## config.mk

```make
export PLATFORM = sky130hd
export DESIGN_NAME = address_multiply_issue
export DESIGN_NICKNAME = d
export VERILOG_FILES = /design/src/rtl/addr_pkg.sv /design/src/rtl/addr_tag_pipe.sv /design/src/rtl/address_multiply_issue.sv
export SDC_FILE = /design/constraint.sdc
export NUM_CORES = 1
export LEC_CHECK = 0
export CORE_MARGIN = 4
export CORE_UTILIZATION = 40
export CTS_BUF_LIST = sky130_fd_sc_hd__clkbuf_2 sky130_fd_sc_hd__clkbuf_4 sky130_fd_sc_hd__clkbuf_8
export DETAILED_ROUTE_END_ITERATION = 16
export PLACE_DENSITY_LB_ADDON = 0.08
export SYNTH_ARGS = -nofsm -noshare
export SYNTH_HDL_FRONTEND = slang
export SYNTH_SLANG_ARGS = --single-unit
```

## constraint.sdc

```tcl
create_clock -name clk -period 2.7 [get_ports clk]
set_input_delay 0.54 -clock clk [delete_from_list [all_inputs] [get_ports clk]]
set_output_delay 0.54 -clock clk [all_outputs]
set_load 0.005 [all_outputs]
```

## src/rtl/addr_pkg.sv

```systemverilog
// Shared sizes and types for the A-register multiply issue stage.
// The tag struct records which A register owns each in-flight product.
package addr_pkg;

  localparam int WIDTH   = 32;
  localparam int NREGS   = 8;
  localparam int IDXW    = 3;
  localparam int LATENCY = 6;

  typedef logic [WIDTH-1:0] a_word_t;
  typedef logic [IDXW-1:0]  a_idx_t;

  typedef struct packed {
    logic   valid;
    a_idx_t idx;
  } tag_t;

  function automatic tag_t make_tag(input logic valid, input a_idx_t idx);
    tag_t t;
    t.valid = valid;
    t.idx   = valid ? idx : '0;
    return t;
  endfunction

endpackage

```

## src/rtl/addr_tag_pipe.sv

```systemverilog
// LATENCY-deep shift register of destination tags.
// It advances every clock; the head is the tag due for writeback at the next edge.
module addr_tag_pipe
  import addr_pkg::*;
#(
  parameter int LATENCY = addr_pkg::LATENCY
) (
  input  logic            clk,
  input  logic            rst_n,
  input  logic            in_valid,
  input  logic [IDXW-1:0] in_idx,
  output logic            head_valid,
  output logic [IDXW-1:0] head_idx
);

  tag_t stage_reg [LATENCY];
  tag_t stage_next [LATENCY];

  for (genvar gi = 0; gi < LATENCY; gi++) begin : g_stage
    if (gi == 0) begin : g_head_in
      assign stage_next[gi] = make_tag(in_valid, in_idx);
    end else begin : g_shift
      assign stage_next[gi] = stage_reg[gi-1];
    end
  end

  always_ff @(posedge clk or negedge rst_n) begin
    if (!rst_n) begin
      for (int n = 0; n < LATENCY; n++) begin
        stage_reg[n] <= '0;
      end
    end else begin
      for (int n = 0; n < LATENCY; n++) begin
        stage_reg[n] <= stage_next[n];
      end
    end
  end

  assign head_valid = stage_reg[LATENCY-1].valid;
  assign head_idx   = stage_reg[LATENCY-1].idx;

endmodule

```

## src/rtl/address_multiply_issue.sv

```systemverilog
// Issue/writeback stage for Ai <- Aj*Ak: owns the A register file, launches
// operands to the external fixed-latency multiplier and retires products.
module address_multiply_issue
  import addr_pkg::*;
#(
  parameter int LATENCY = addr_pkg::LATENCY
) (
  input  logic             clk,
  input  logic             rst_n,
  input  logic             i_iss_valid,
  output logic             o_iss_ready,
  input  logic [IDXW-1:0]  i_iss_i,
  input  logic [IDXW-1:0]  i_iss_j,
  input  logic [IDXW-1:0]  i_iss_k,
  output logic [WIDTH-1:0] o_mul_Aj,
  output logic [WIDTH-1:0] o_mul_Ak,
  input  logic [WIDTH-1:0] i_mul_Ai,
  input  logic             i_wr_en,
  input  logic [IDXW-1:0]  i_wr_addr,
  input  logic [WIDTH-1:0] i_wr_data,
  output logic             o_wr_err,
  input  logic [IDXW-1:0]  i_rd_addr,
  output logic [WIDTH-1:0] o_rd_data,
  output logic [NREGS-1:0] o_busy,
  output logic             o_wb_valid,
  output logic [IDXW-1:0]  o_wb_addr
);

  a_word_t          a_reg [NREGS];
  a_word_t          a_wdata [NREGS];
  logic [NREGS-1:0] a_we;
  logic [NREGS-1:0] busy_reg;
  logic [NREGS-1:0] busy_next;
  logic             iss_fire;
  logic             head_valid;
  a_idx_t           head_idx;

  // No bypass: a register retiring at this edge still blocks issue this cycle.
  assign o_iss_ready = !busy_reg[i_iss_j] && !busy_reg[i_iss_k] && !busy_reg[i_iss_i];
  assign iss_fire    = i_iss_valid && o_iss_ready;

  assign o_rd_data = a_reg[i_rd_addr];
  assign o_busy    = busy_reg;

  addr_tag_pipe #(
    .LATENCY(LATENCY)
  ) u_tag_pipe (
    .clk       (clk),
    .rst_n     (rst_n),
    .in_valid  (iss_fire),
    .in_idx    (i_iss_i),
    .head_valid(head_valid),
    .head_idx  (head_idx)
  );

  // A retiring register is busy, so its host write is always dropped; the
  // writeback and host-write enables for one register never overlap.
  for (genvar gi = 0; gi < NREGS; gi++) begin : g_reg
    logic host_we;
    logic wb_we;
    logic iss_set;

    assign host_we = i_wr_en && (i_wr_addr == IDXW'(gi)) && !busy_reg[gi];
    assign wb_we   = head_valid && (head_idx == IDXW'(gi));
    assign iss_set = iss_fire && (i_iss_i == IDXW'(gi));

    assign a_we[gi]      = wb_we || host_we;
    assign a_wdata[gi]   = wb_we ? i_mul_Ai : i_wr_data;
    assign busy_next[gi] = iss_set || (busy_reg[gi] && !wb_we);
  end

  always_ff @(posedge clk or negedge rst_n) begin
    if (!rst_n) begin
      for (int n = 0; n < NREGS; n++) begin
        a_reg[n] <= '0;
      end
      busy_reg   <= '0;
      o_mul_Aj   <= '0;
      o_mul_Ak   <= '0;
      o_wb_valid <= 1'b0;
      o_wb_addr  <= '0;
      o_wr_err   <= 1'b0;
    end else begin
      for (int n = 0; n < NREGS; n++) begin
        if (a_we[n]) begin
          a_reg[n] <= a_wdata[n];
        end
      end
      busy_reg <= busy_next;
      // Operands see the register file before this edge's writes land.
      if (iss_fire) begin
        o_mul_Aj <= a_reg[i_iss_j];
        o_mul_Ak <= a_reg[i_iss_k];
      end
      o_wb_valid <= head_valid;
      if (head_valid) begin
        o_wb_addr <= head_idx;
      end
      o_wr_err <= i_wr_en && busy_reg[i_wr_addr];
    end
  end

endmodule

```

==> results.yml, run 1 <==
placement:
  io_buffers: 192
  hpwl_mm: 40.8
  place_congestion: 0.775
  dp.cells: 2556
sta:
  setup_viol: 0
  setup_tns_ns: 0
  finClkSkew_ns: 0.0266
  hold_viol_final: 0
  relSlewSlack_pct: 46.2
  fin_hold_ws_ns: 0.336
  drv_slew: 0
  min_period_over_period_pct: 98.6
  max_freq_ghz: 0.376
  worstMarginPinSlew_ns: 0.807
  fin_crit_ns: 2.66
  rsz0062_at_grt: "false"
finish:
  layout_commonest_cell: "dfrtp_1"
  fin_cells: 2754
  area_growth_pct: 23.6
  largest_register_ffs: 256
  multiInputGateArea_um2: 11700
  seq_area_um2: 8940
  num-nets-final: 2099
  mostFrequentLayoutCells: "351 x dfrtp_1, 260 x nor2_1, 200 x mux4_2"
  n_fill_cell: 4737
  drive_gt1_share_pct: 31.1
run:
  maxCapViolCount: 0
synth:
  seq_area_frac_synth_pct: 41.8
  netlist_instances: 1828
  synth-seq-cells: 357
  syn_avg_cell_area_um2: 11.7
  yosysWarnings: 0
  synthSimpleGateAreaFrac_pct: 7.65
  ys_types: 29
  synth_compound_area_share_pct: 7.27
  synth_top_family_by_area: "multiplexers"
  synth_xor_xnor_area_share_pct: 0
  synth_nets: 1911
  synth_fa_ha_area_share_pct: 0
  syn_area_um2: 21400
  yosys-mux-area-fraction_pct: 38.9
clocking:
  cts_buffers: 71
  cts_tree: "done"
  cts-root-buf: "clkbuf_8"
  cts_sinks: 357
  htreeDepth: 3
  path_clk_slew_ns: 0.07
  clk-insertion-delay-late_ns: 0.63
  clock_path_buffers: 3
setup_path:
  crit_path_start_kind: "input port"
  end_kind: "primary output"
  cp_max_fo: 23
  cp.required_ns: 2.16
  worstPathArrival_ns: 2.12
  worstSetupPathType: "input port to primary output"
detailed_routing:
  dr_total_vias: 16100
  drtIter0Drc: 1216
  avgViaCountPerCell: 5.85
  ant_nets: 0
  drt_wl_total_mm: 71.2
  wl_per_cell_um: 25.9
  drtPass1Iterations: 7
  drc: 0
die:
  die_area_um2: 57200
  initial_utilization_pct: 40.5
  die_w_um: 239
  core_um2: 52800
  fp.dieH_um: 239
  rows: 84
  ios: 193
power_and_ir_drop:
  seqPwrFrac_pct: 37.4
  switchingPower_uw: 8670
  pwr-share-clk_pct: 21.8
  switching_share_pct: 32.4
  intPower_uw: 18100
  power_leakage_uw: 0.0110
  max-vdd-ir-drop_mv: 0.451
  p_comb_share_pct: 40.7
  p_per_area_nw_per_um2: 1010
global_routing:
  grt_pass1_wl_mm: 109
  grt_use_total_pct: 25.2
  grt_pass1_vias: 16700
  gr-total-overflow: 0
  grt_max_degree: 67
  antenna_found_initial: 2
status:
  status: "finished, final reports clean"
min_path:
  min_path_type: "flop to flop"
-- Yosys cell counts, drive strengths merged --
cell     count  area, µm²
dfrtp      357       8930
nor2       260        976
mux4       200       4500
mux2i      195       1950
a21oi      192        961
mux2       164       1850
nand2      131        492
buf        116        517
clkbuf     109        409
a31oi       64        400
o41ai        6       97.6
nor2b        5       31.3
a32o         4       40.0
and2         3       18.8
inv          3       11.3
nand4b       3       26.3
nor4bb       3       30.0
a22o         2       17.5
a31o         2       17.5
a41o         2       20.0
and3         2       12.5
nand4bb      2       22.5
and4b        1       10.0
nand4        1       6.26
nor4b        1       8.76
-- power by group through the flow --
stage | clock network [µW] | logic [µW] | registers (µW)
final | 5850 | 10900 | 10000
after floorplan | 0 | 6460 | 9520
after CTS | 6000 | 10900 | 10000
after global placement | 0 | 9850 | 10200
after global routing | 6250 | 11800 | 10400
after detailed placement | 0 | 9990 | 10300
-- logic make-up (layout without fill, tap and decap cells) --
family          Yosys count  after routing
mux                     559            559
simple gates            412            412
flops                   357            357
compound gates          272            272
buf+inv                 228            465
other cells               0              1
-- critical path: stages --
cell           delay (ns)
buf_4                0.17
buf_12               0.25
mux4_2               0.54
mux2_4               0.32
dlygate4sd2_1        0.28
-- per-layer routing --
layer  track usage, %  up-vias  share of wire [%]
met3             3.70       95                5.1
met4             6.46        2                1.9
li1                 -     7126                  -
met2             42.1      496                 49
met1             34.8     8381                 44
met5                0        -              0.011
-- per-stage QoR --
stage	power, µW	util [%]	worst slack [ns]	instance area [µm²]
5_1_grt	28500	50.0	0.00229	26400
3_5_place_dp	20300	46.1	-0.389	24300
2_1_floorplan	16000	-	0.138	21400
4_1_cts	26900	50.0	0.00418	26400
6_report	26800	50.0	0.0372	26400
3_3_place_gp	20000	46.1	-0.426	24300
-- final timing paths --
kind                                                from  cells past startpoint                  endpoint  slack (ns)
worst min register to register  u_tag_pipe.stage_next[8]                      0  u_tag_pipe.stage_next[4]        0.34
min in group asynchronous                          rst_n                      2               o_mul_Ak[4]        0.38
worst max register to register                 o_busy[1]                      5              o_mul_Ak[31]        0.33
worst min-delay path            u_tag_pipe.stage_next[8]                      0  u_tag_pipe.stage_next[4]        0.34
worst max-delay path                        i_rd_addr[0]                      5              o_rd_data[0]        0.04
max in group asynchronous                          rst_n                      4                 o_busy[4]        1.36
-- timing repair --
item,in CTS,in global routing
buffers inserted,72,2
pin swaps,0,0
gates resized for setup,47,4
endpoints found under the hold margin,32,0
hold buffers,1,0
setup endpoints to repair,33,6
-- area by class of cell --
| type | instances | area share, % |
|---|---|---|
| Tap cell | 688 | 3.26 |
| Clock inverter | 10 | 0.313 |
| Antenna cell | 1 | 0.00948 |
| Clock buffer | 112 | 5.36 |
| Multi-Input combinational cell | 1243 | 44.3 |
| Inverter | 3 | 0.0427 |
| Timing Repair Buffer | 340 | 12.9 |
| Sequential cell | 357 | 33.9 |
Power figures use the tool's default switching activity.
==> run 2: changes to the inputs <==
--- a/config.mk
+++ b/config.mk
@@ -10,6 +10,7 @@
 export CTS_BUF_LIST = sky130_fd_sc_hd__clkbuf_2 sky130_fd_sc_hd__clkbuf_4 sky130_fd_sc_hd__clkbuf_8
 export DETAILED_ROUTE_END_ITERATION = 16
 export PLACE_DENSITY_LB_ADDON = 0.08
+export SETUP_SLACK_MARGIN = 0.05
 export SYNTH_ARGS = -nofsm -noshare
 export SYNTH_HDL_FRONTEND = slang
 export SYNTH_SLANG_ARGS = --single-unit
==> results.yml, run 2 (synthesis results as in run 1) <==
status:
  status: "finished, final reports clean"
setup_path:
  worstPathCellList: "buf_4 -> buf_12 -> mux4_2 -> mux2_4 -> dlygate4sd2_1"
  r2r-end: "o_mul_Ak[20]"
  critPathCapture: "o_rd_data[31]"
  reg2reg_depth: 5
  crit_slowest_cell: "mux4_2"
  worstPathArrival_ns: 2.10
  r2r_slack_ns: 0.33
  cp.depth: 5
  cp_slowest_stage_delay_ns: 0.52
  cp.required_ns: 2.16
  end_kind: "primary output"
  crit_buf_inv: 3
  crit_path_start_kind: "input port"
  worstSetupPathType: "input port to primary output"
  cp_max_fo: 23
  critical_path.startpoint: "i_rd_addr[0]"
  path_delay_family: "multiplexers"
  reg2reg_from: "o_busy[3]"
finish:
  largest_register_ffs: 256
  layout_commonest_cell: "dfrtp_1"
  num-nets-final: 2156
  area_growth_pct: 26.0
  seq_area_um2: 8940
  drive_gt1_share_pct: 33.0
  mostFrequentLayoutCells: "350 x dfrtp_1, 260 x nor2_1, 200 x mux4_2"
  n_fill_cell: 4708
  fin_util_pct: 51.0
  final_area_um2: 26900
  multiInputGateArea_um2: 11700
detailed_routing:
  avgViaCountPerCell: 5.82
  ant_nets: 0
  drc: 0
  dr_total_vias: 16400
  drtIter0Drc: 1217
  wl_per_cell_um: 25.6
  drtPass1Iterations: 7
  drt_wl_total_mm: 71.9
clocking:
  clock_path_buffers: 3
  cts_tree: "done"
  path_clk_slew_ns: 0.06
  clk-insertion-delay-late_ns: 0.63
  cts-root-buf: "clkbuf_8"
  cts_sinks: 357
  htreeDepth: 3
  cts_buffers: 71
global_routing:
  busiest_layer: "met2"
  grt_pass1_wl_mm: 110
  gr-total-overflow: 0
  grt_util_met1_pct: 34.9
  use_met3_pct: 3.82
  grt_use_met2_pct: 42.4
  antenna_found_initial: 2
  grt_use_total_pct: 25.4
  grt_max_degree: 67
  grt_pass1_vias: 16900
die:
  die_w_um: 239
  core_um2: 52800
  ios: 193
  rows: 84
  die_area_um2: 57200
  initial_utilization_pct: 40.5
  fp.dieH_um: 239
power_and_ir_drop:
  max-vdd-ir-drop_mv: 0.449
  seqPwrFrac_pct: 35.8
  intPower_uw: 18700
  power_leakage_uw: 0.0114
  pwr-share-clk_pct: 21.2
  switchingPower_uw: 8840
  switching_share_pct: 32.1
  p_comb_share_pct: 42.9
  p_per_area_nw_per_um2: 1020
sta:
  min_period_over_period_pct: 97.7
  drv_slew: 0
  hold_viol_final: 0
  timing.final.ws_setup_ns: 0.0611
  rsz0062_at_grt: "true"
  fin_crit_ns: 2.64
  setup_viol: 0
  finClkSkew_ns: 0.0251
  fin_hold_ws_ns: 0.340
  relSlewSlack_pct: 45.5
  max_freq_ghz: 0.379
  setup_tns_ns: 0
  worstMarginPinSlew_ns: 0.816
min_path:
  min_path_type: "flop to flop"
  hp-start: "u_tag_pipe.stage_next[8]"
placement:
  pre_cts_slack_ns: -0.389
  hpwl_mm: 40.8
  dpl-instance-area_um2: 24300
  place_congestion: 0.775
  io_buffers: 192
run:
  maxCapViolCount: 0
-- run 2: cell types whose count changed in the layout (fill, tap and decap cells not counted), sizes merged --
cell	previous run	this run
dlygate4sd2	31	11
clkdlybuf4s15	1	21
buf	158	215
diode	1	2
-- run 2: layer usage --
metal	vias up	wire, µm
li1	7249	-
met1	8512	31100
met2	516	35500
met3	94	3820
met4	2	1480
met5	-	8
-- run 2: worst min path at each step --
| stage | end | slack, ns | cells past startpoint |
|---|---|---|---|
| after floorplan | a_reg[0] | 0.24 | 0 |
| after detailed placement | u_tag_pipe.head_valid | 0.33 | 0 |
| after CTS | o_mul_Ak[4] | 0.34 | 2 |
| final | u_tag_pipe.stage_next[4] | 0.34 | 0 |
| after global routing | u_tag_pipe.stage_next[15] | 0.34 | 0 |
| after global placement | u_tag_pipe.head_idx[2] | 0.33 | 0 |
-- run 2: area by class of cell --
cell class | instances | share of cell area (%)
Sequential cell | 357 | 33.2
Antenna cell | 2 | 0.0186
Clock buffer | 112 | 5.26
Timing Repair Buffer | 397 | 14.3
Multi-Input combinational cell | 1243 | 43.6
Tap cell | 688 | 3.20
Inverter | 3 | 0.0418
Clock inverter | 10 | 0.307
-- run 2: stage by stage --
| step | std cells | power (µW) |
|---|---|---|
| 2_1_floorplan | 1828 | 16000 |
| 3_3_place_gp | 2556 | 20000 |
| 3_5_place_dp | 2556 | 20300 |
| 4_1_cts | 2801 | 27600 |
| 5_1_grt | 2811 | 29300 |
| 6_report | 2812 | 27500 |
-- run 2: power groups by stage --
stage	sequential [µW]	combinational, µW	clock (µW)
CTS	9860	11700	6000
global route	10200	12800	6250
global placement	10200	9850	0
floorplan	9520	6460	0
finish	9860	11800	5840
detailed placement	10300	9990	0
-- run 2: repair_timing --
action | CTS | global route
gates resized for setup | 69 | 17
setup endpoints to repair | 33 | 20
hold endpoints to repair | 32 | 0
hold buffers | 1 | 0
buffers inserted | 122 | 9
gates cloned | 0 | 0
